### src/rtl/regfile_wr_arbiter_if.sv
// Writeback bus between the requesters, the register-file write arbiter and the read-forward consumers.
// Includes the arbiter's round-robin pointer as a debug observation signal.
interface regfile_wr_arbiter_if #(
  parameter int NUM_REQ = 3,
  parameter int AW      = 5,
  parameter int DW      = 32
);
  localparam int PW = (NUM_REQ > 1) ? $clog2(NUM_REQ) : 1;

  logic [NUM_REQ-1:0]    req_valid;
  logic [NUM_REQ-1:0]    req_ready;
  logic [NUM_REQ*AW-1:0] req_addr;
  logic [NUM_REQ*DW-1:0] req_data;
  logic                  reg_wr_en;
  logic [AW-1:0]         WA;
  logic [DW-1:0]         WData;
  logic [AW-1:0]         rd_addr1;
  logic [AW-1:0]         rd_addr2;
  logic                  fwd1_hit;
  logic                  fwd2_hit;
  logic [DW-1:0]         fwd_data;
  logic                  x0_drop;
  logic [PW-1:0]         dbg_rr_ptr;

  modport master (
    output req_valid, req_addr, req_data, rd_addr1, rd_addr2,
    input  req_ready, reg_wr_en, WA, WData, fwd1_hit, fwd2_hit, fwd_data, x0_drop, dbg_rr_ptr
  );

  modport slave (
    input  req_valid, req_addr, req_data, rd_addr1, rd_addr2,
    output req_ready, reg_wr_en, WA, WData, fwd1_hit, fwd2_hit, fwd_data, x0_drop, dbg_rr_ptr
  );
endinterface

### src/rtl/regfile_wr_arbiter.sv
// Round-robin arbiter for the single register-file write port, with a registered output stage
// and read-forwarding. Define REGFILE_WR_DBG_PRIO_EN to give requester NUM_REQ-1 absolute priority.
module regfile_wr_arbiter #(
  parameter int NUM_REQ = 3,
  parameter int AW      = 5,
  parameter int DW      = 32
) (
  input  logic                 clk,
  input  logic                 rst,
  regfile_wr_arbiter_if.slave  bus
);
  localparam int PW = (NUM_REQ > 1) ? $clog2(NUM_REQ) : 1;

  logic [PW-1:0]      rr_ptr;
  logic [PW-1:0]      rr_ptr_nxt;
  logic [NUM_REQ-1:0] grant;
  logic [PW-1:0]      grant_idx;
  logic [PW-1:0]      cand;
  logic               found;
  logic               xfer;
  logic [AW-1:0]      gnt_addr;
  logic [DW-1:0]      gnt_data;

  logic               wr_en_q;
  logic               x0_drop_q;
  logic [AW-1:0]      wa_q;
  logic [DW-1:0]      wd_q;

  // Handshake: requester i transfers in a cycle where req_valid[i] & req_ready[i].
  // req_ready is combinational and one-hot (or zero); an ungranted requester must
  // keep valid/addr/data stable and is served in a later cycle.
  always_comb begin
    grant     = '0;
    grant_idx = '0;
    cand      = '0;
    found     = 1'b0;
`ifdef REGFILE_WR_DBG_PRIO_EN
    if (bus.req_valid[NUM_REQ-1]) begin
      found     = 1'b1;
      grant_idx = PW'(NUM_REQ - 1);
    end
`endif
    for (int k = 0; k < NUM_REQ; k++) begin
      cand = PW'((int'(rr_ptr) + k) % NUM_REQ);
      if (!found && bus.req_valid[cand]) begin
        found     = 1'b1;
        grant_idx = cand;
      end
    end
    if (found && !rst) grant[grant_idx] = 1'b1;
  end

  assign xfer     = |grant;
  assign gnt_addr = bus.req_addr[grant_idx*AW +: AW];
  assign gnt_data = bus.req_data[grant_idx*DW +: DW];

  always_comb begin
    rr_ptr_nxt = rr_ptr;
    if (xfer) begin
`ifdef REGFILE_WR_DBG_PRIO_EN
      // Debug grants bypass the rotation, so the pointer stays put for them.
      if (grant_idx != PW'(NUM_REQ - 1)) rr_ptr_nxt = grant_idx + 1'b1;
`else
      rr_ptr_nxt = (grant_idx == PW'(NUM_REQ - 1)) ? '0 : grant_idx + 1'b1;
`endif
    end
  end

  always_ff @(posedge clk or posedge rst) begin
    if (rst) begin
      rr_ptr    <= '0;
      wr_en_q   <= 1'b0;
      x0_drop_q <= 1'b0;
      wa_q      <= '0;
      wd_q      <= '0;
    end else begin
      rr_ptr <= rr_ptr_nxt;
      if (xfer) begin
        wa_q      <= gnt_addr;
        wd_q      <= gnt_data;
        wr_en_q   <= (gnt_addr != '0);
        x0_drop_q <= (gnt_addr == '0);
      end else begin
        wr_en_q   <= 1'b0;
        x0_drop_q <= 1'b0;
      end
    end
  end

  assign bus.req_ready  = grant;
  assign bus.reg_wr_en  = wr_en_q;
  assign bus.WA         = wa_q;
  assign bus.WData      = wd_q;
  assign bus.x0_drop    = x0_drop_q;
  assign bus.dbg_rr_ptr = rr_ptr;

  // x0 is hardwired to zero, so a read of address 0 must never pick up pending data.
  assign bus.fwd1_hit = wr_en_q & (wa_q == bus.rd_addr1) & (bus.rd_addr1 != '0);
  assign bus.fwd2_hit = wr_en_q & (wa_q == bus.rd_addr2) & (bus.rd_addr2 != '0);
  assign bus.fwd_data = wd_q;
endmodule
### src/flat_wrapper.sv
// flat-port wrapper written by rule: the top's interface ports become plain ports
module regfile_wr_arbiter_flat 
#(
  parameter int NUM_REQ = 3,
  parameter int AW      = 5,
  parameter int DW      = 32
)
  (clk, rst, bus_req_valid, bus_req_addr, bus_req_data, bus_rd_addr1, bus_rd_addr2, bus_req_ready, bus_reg_wr_en, bus_WA, bus_WData, bus_fwd1_hit, bus_fwd2_hit, bus_fwd_data, bus_x0_drop, bus_dbg_rr_ptr);
  regfile_wr_arbiter_if #(.NUM_REQ(NUM_REQ), .AW(AW), .DW(DW)) bus_i ();
  input  logic clk;
  input  logic rst;
  input wire logic [$bits(bus_i.req_valid)-1:0] bus_req_valid;
  input wire logic [$bits(bus_i.req_addr)-1:0] bus_req_addr;
  input wire logic [$bits(bus_i.req_data)-1:0] bus_req_data;
  input wire logic [$bits(bus_i.rd_addr1)-1:0] bus_rd_addr1;
  input wire logic [$bits(bus_i.rd_addr2)-1:0] bus_rd_addr2;
  output wire logic [$bits(bus_i.req_ready)-1:0] bus_req_ready;
  output wire logic [$bits(bus_i.reg_wr_en)-1:0] bus_reg_wr_en;
  output wire logic [$bits(bus_i.WA)-1:0] bus_WA;
  output wire logic [$bits(bus_i.WData)-1:0] bus_WData;
  output wire logic [$bits(bus_i.fwd1_hit)-1:0] bus_fwd1_hit;
  output wire logic [$bits(bus_i.fwd2_hit)-1:0] bus_fwd2_hit;
  output wire logic [$bits(bus_i.fwd_data)-1:0] bus_fwd_data;
  output wire logic [$bits(bus_i.x0_drop)-1:0] bus_x0_drop;
  output wire logic [$bits(bus_i.dbg_rr_ptr)-1:0] bus_dbg_rr_ptr;
  assign bus_i.req_valid = bus_req_valid;
  assign bus_i.req_addr = bus_req_addr;
  assign bus_i.req_data = bus_req_data;
  assign bus_i.rd_addr1 = bus_rd_addr1;
  assign bus_i.rd_addr2 = bus_rd_addr2;
  assign bus_req_ready = bus_i.req_ready;
  assign bus_reg_wr_en = bus_i.reg_wr_en;
  assign bus_WA = bus_i.WA;
  assign bus_WData = bus_i.WData;
  assign bus_fwd1_hit = bus_i.fwd1_hit;
  assign bus_fwd2_hit = bus_i.fwd2_hit;
  assign bus_fwd_data = bus_i.fwd_data;
  assign bus_x0_drop = bus_i.x0_drop;
  assign bus_dbg_rr_ptr = bus_i.dbg_rr_ptr;
  regfile_wr_arbiter #(.NUM_REQ(NUM_REQ), .AW(AW), .DW(DW)) u_core (.clk(clk), .rst(rst), .bus(bus_i));
endmodule
### config.mk
export PLATFORM = sky130hd
export DESIGN_NAME = regfile_wr_arbiter_flat
export DESIGN_NICKNAME = d
export VERILOG_FILES = /design/src/rtl/regfile_wr_arbiter_if.sv /design/src/rtl/regfile_wr_arbiter.sv /design/src/flat_wrapper.sv
export SDC_FILE = /design/constraint.sdc
export NUM_CORES = 1
export LEC_CHECK = 0
export BUFFER_PORTS_ARGS = -buffer_cell sky130_fd_sc_hd__buf_2
export CORE_MARGIN = 1.5
export CORE_UTILIZATION = 42
export CTS_BUF_LIST = sky130_fd_sc_hd__clkbuf_4 sky130_fd_sc_hd__clkbuf_8 sky130_fd_sc_hd__clkbuf_16
export DETAILED_ROUTE_END_ITERATION = 7
export PLACE_DENSITY = 0.81
export SLEW_MARGIN = 30
export SYNTH_ARGS = -nofsm -noshare
export SYNTH_HDL_FRONTEND = slang
export SYNTH_SLANG_ARGS = --single-unit
### constraint.sdc
create_clock -name clk -period 3.1 [get_ports clk]
set_clock_uncertainty 0.05 [all_clocks]
set_input_delay 0.465 -clock clk [delete_from_list [all_inputs] [get_ports clk]]
set_output_delay 0.465 -clock clk [all_outputs]
set_load 0.01 [all_outputs]
==> implementation parameters <==
Parameter                              Value

Final layout
  Nets@finish    647
  Area taken by flip-flops and latches    1026 um2
  Most common library cell in the layout ignoring fill and taps    buf_2
  Commonest non-fill, non-tap cells in the layout    203 x buf_2, 41 x nand2_1, 41 x dfrtp_1
  Area used by multi-input combinational logic    1587 um2
  Post-route core utilization    0.5912
  Share of final-layout standard cells stronger than drive strength 1    0.4865
  Area growth, synth to finish    36.31%
  Number of filler instances in the final layout    631
  Antenna diode instance count    0

CTS
  Number of buffers on the longest clock path    2
  Sink count of the clock tree    41
  Buffer type at the clock tree root    clkbuf_8
  Skew-Pair Late Insertion Delay    0.29 ns
  Level count of the clock H-tree    2
  TritonCTS clock tree    done
  Clock-pin slew on the worst setup and hold paths    approximately 0.080 ns
  Num CTS Buffers    5

Synth
  Portion of the post-synthesis area used by sequential elements    0.3482
  Total number of yosys warnings    0
  Number of register bits inferred by synthesis    41
  Number of distinct library cells after synthesis    36
  Gate Count Post-Synth    343
  Post-synth ARST share    1.000
  Average size of a mapped cell    ~8.6 um2
  Number of synthesized flops with an enable pin    0
  Post-synthesis net count    473
  Most frequently used flop master after synthesis    dfrtp_1
  Netlist area before placement    2947 um2

Route
  Initial DRT Pass Iterations    4
  Total DRC errors in the routed layout    0
  Via/cell ratio    4.818
  Routed wirelength normalized by instance count    around 14 um
  Total Routed Length    ~8.3 mm
  Via Count    2958
  First DRT Iteration DRCs    roughly 170
  Antenna violation net count after detailed routing    0

STA
  Setup repair after global routing missed its margin    yes
  Worst slew slack as a fraction of its limit    0.6545
  Final setup violating endpoints    0
  Slew Viols, Final    0
  Final Cycle Share    0.9705
  Final Hold Fails    0
  Transition time at the pin with the least slew margin    0.5182 ns
  Shortest period the worst path allows    about 3 ns
  Highest Clock Rate    0.3324 GHz

Setup path
  Critical path required time    2.58 ns
  Cell with the biggest individual delay on the critical path    dfrtp_1
  Cell type group with the largest total delay on the critical path    simple AND/OR/NAND/NOR gates
  Classification of the worst setup path    reg2out
  Critical path's largest stage delay    0.43 ns
  Crit path cell chain    inv_1 -> ha_2 -> mux2i_2 -> mux2_4 -> nor4b_4 -> a211oi_4 -> nor3_2 -> buf_2
  Critical path capture point type    primary output
  Data arrival at the endpoint of the critical path    2.49 ns
  Max FO, Critical Path    7
  Kind of launch point of the worst setup path    register
  Bufs and invs on worst path    2

Place
  Count of port buffers added during placement    203
  Placer Congestion    about 0.94
  Detailed placement HPWL    6.643 mm

Die
  Die height    86.76 um
  Die Wd    approximately 87 um
  CORE AREA    6794 um2
  Total I/O pin count    204
  Number of placement rows    30
  Area enclosed by the die boundary    7527 um2
  Initial standard-cell utilization of the core    0.4337

GRT
  Final global-route overflow total    0
  Antenna violations before repair    0
  First-pass GRT wire length    12.48 mm
  Pin count of the biggest net entering global routing    42
  Number of global-route vias before repair    2690
  Total Routing Usage GR    0.2133

Flow run
  Number of max-cap violations    0

Power
  Power density over the cells    1135 nW/um2
  Maximum ir drop on the vdd rail    464.1 uV
  Leakage power figure    about 2.1 nW
  Power after layout    approximately 0.0046 W

Worst hold path
  Hold/Removal Path Class    in2async

Status
  Outcome    complete, no violations
## logic make-up (layout without fill, tap and decap cells)
family | Yosys count | in the layout | synth area share
flops | 41 | 41 | 0.3482
buf+inv | 58 | 233 | 0.1355
mux | 46 | 46 | 0.1588
compound gates | 86 | 86 | 0.1631
xor+xnor | 8 | 8 | 0.02378
simple gates | 100 | 100 | 0.1537
fa+ha+maj | 4 | 4 | 0.01699
## registers in the layout, indices dropped and copies added, names as in the netlist
signal,count
u_core.bus.x0_drop,1
u_core.bus.WA,5
u_core.bus.reg_wr_en,1
u_core.bus.WData,32
u_core.bus.dbg_rr_ptr,2
## stage by stage
step | setup slack [ns] | hold WS [ns] | cell area, um2 | setup TNS, ns | std cells
after CTS | -0.001187 | 0.3160 | 3941 | -0.001187 | 608
after detailed placement | 0.003580 | 0.4388 | 3801 | 0 | 597
after global placement | 0.2828 | 0.4282 | 3801 | 0 | 597
after global routing | -0.01401 | 0.3366 | 4016 | -0.02597 | 614
final | 0.09150 | 0.2857 | 4016 | 0 | 614
after floorplan | 0.2387 | 0.4849 | 2947 | 0 | 343
## where the power goes
part | internal [W] | switching, W
sequential | 0.000798 | 0.000234
clock | 0.000206 | 0.000189
combinational | 0.00139 | 0.00174
total | 0.00239 | 0.00216
## path summary, 6_finish.rpt
check	from	slack, ns	to	cells past startpoint
worst max register to register	u_core.bus.dbg_rr_ptr[0]	0.16	u_core.bus.reg_wr_en	10
worst max-delay path	u_core.bus.dbg_rr_ptr[1]	0.09	bus_req_ready[0]	8
min in group clk	bus_req_data[86]	0.38	u_core.bus.WData[22]	3
worst min-delay path	rst	0.29	u_core.bus.WA[3]	3
max in group asynchronous	rst	2.35	u_core.bus.reg_wr_en	3
worst min register to register	u_core.bus.WData[9]	0.45	u_core.bus.WData[9]	2
## cell type report
cell class | instances | area share
flip-flops and latches | 41 | 0.2555
inverters | 4 | 0.003738
repair buffers | 221 | 0.2897
clock inverters | 1 | 0.002181
multi-input cells | 244 | 0.3950
clock buffers | 7 | 0.02399
well taps | 96 | 0.02991
## repair_timing
item | CTS | global route
endpoints found under the setup margin | 3 | 26
pin swaps | 0 | 2
gates cloned | 0 | 0
hold buffers | 0 | 0
buffers inserted | 3 | 6
gates resized for setup | 3 | 8
## Yosys cell counts, types with 3 or more instances
library cell | number | area, um2
inv_1 | 4 | 15.01
xor2_1 | 6 | 52.55
nand3b_1 | 3 | 22.52
buf_6 | 5 | 56.30
nand2_1 | 41 | 153.9
nor3b_1 | 3 | 22.52
dfrtp_1 | 41 | 1026
a21oi_1 | 37 | 185.2
clkbuf_1 | 8 | 30.03
nor2_1 | 35 | 131.4
mux2i_1 | 40 | 400.4
buf_4 | 37 | 277.8
ha_1 | 4 | 50.05
mux2_2 | 6 | 67.56
o21ai_0 | 8 | 40.04
nor3_1 | 6 | 30.03
buf_2 | 4 | 20.02
o21ai_1 | 33 | 165.2
## worst reg2reg max path: cells and delay by family (launching register included)
kind | cells | cell delay (ns)
AO/OA/AOI/OAI | 3 | 0.55
adder cells (fa/ha/maj) | 1 | 0.38
buffers and inverters | 2 | 0.28
flip-flops | 1 | 0.43
multiplexers | 2 | 0.55
AND/OR/NAND/NOR | 2 | 0.59
## routing by layer
metal / routed length (um) / up-vias / share of wire / GRT usage
met5: 0 / - / 0 / 0
met4: 108 / 0 / 0.013 / 0.06012
met3: 600 / 8 / 0.072 / 0.04571
met2: 4407 / 147 / 0.53 / 0.4190
met1: 3183 / 1313 / 0.38 / 0.2261
li1: - / 1490 / - / -
Power figures use the tool's default switching activity.
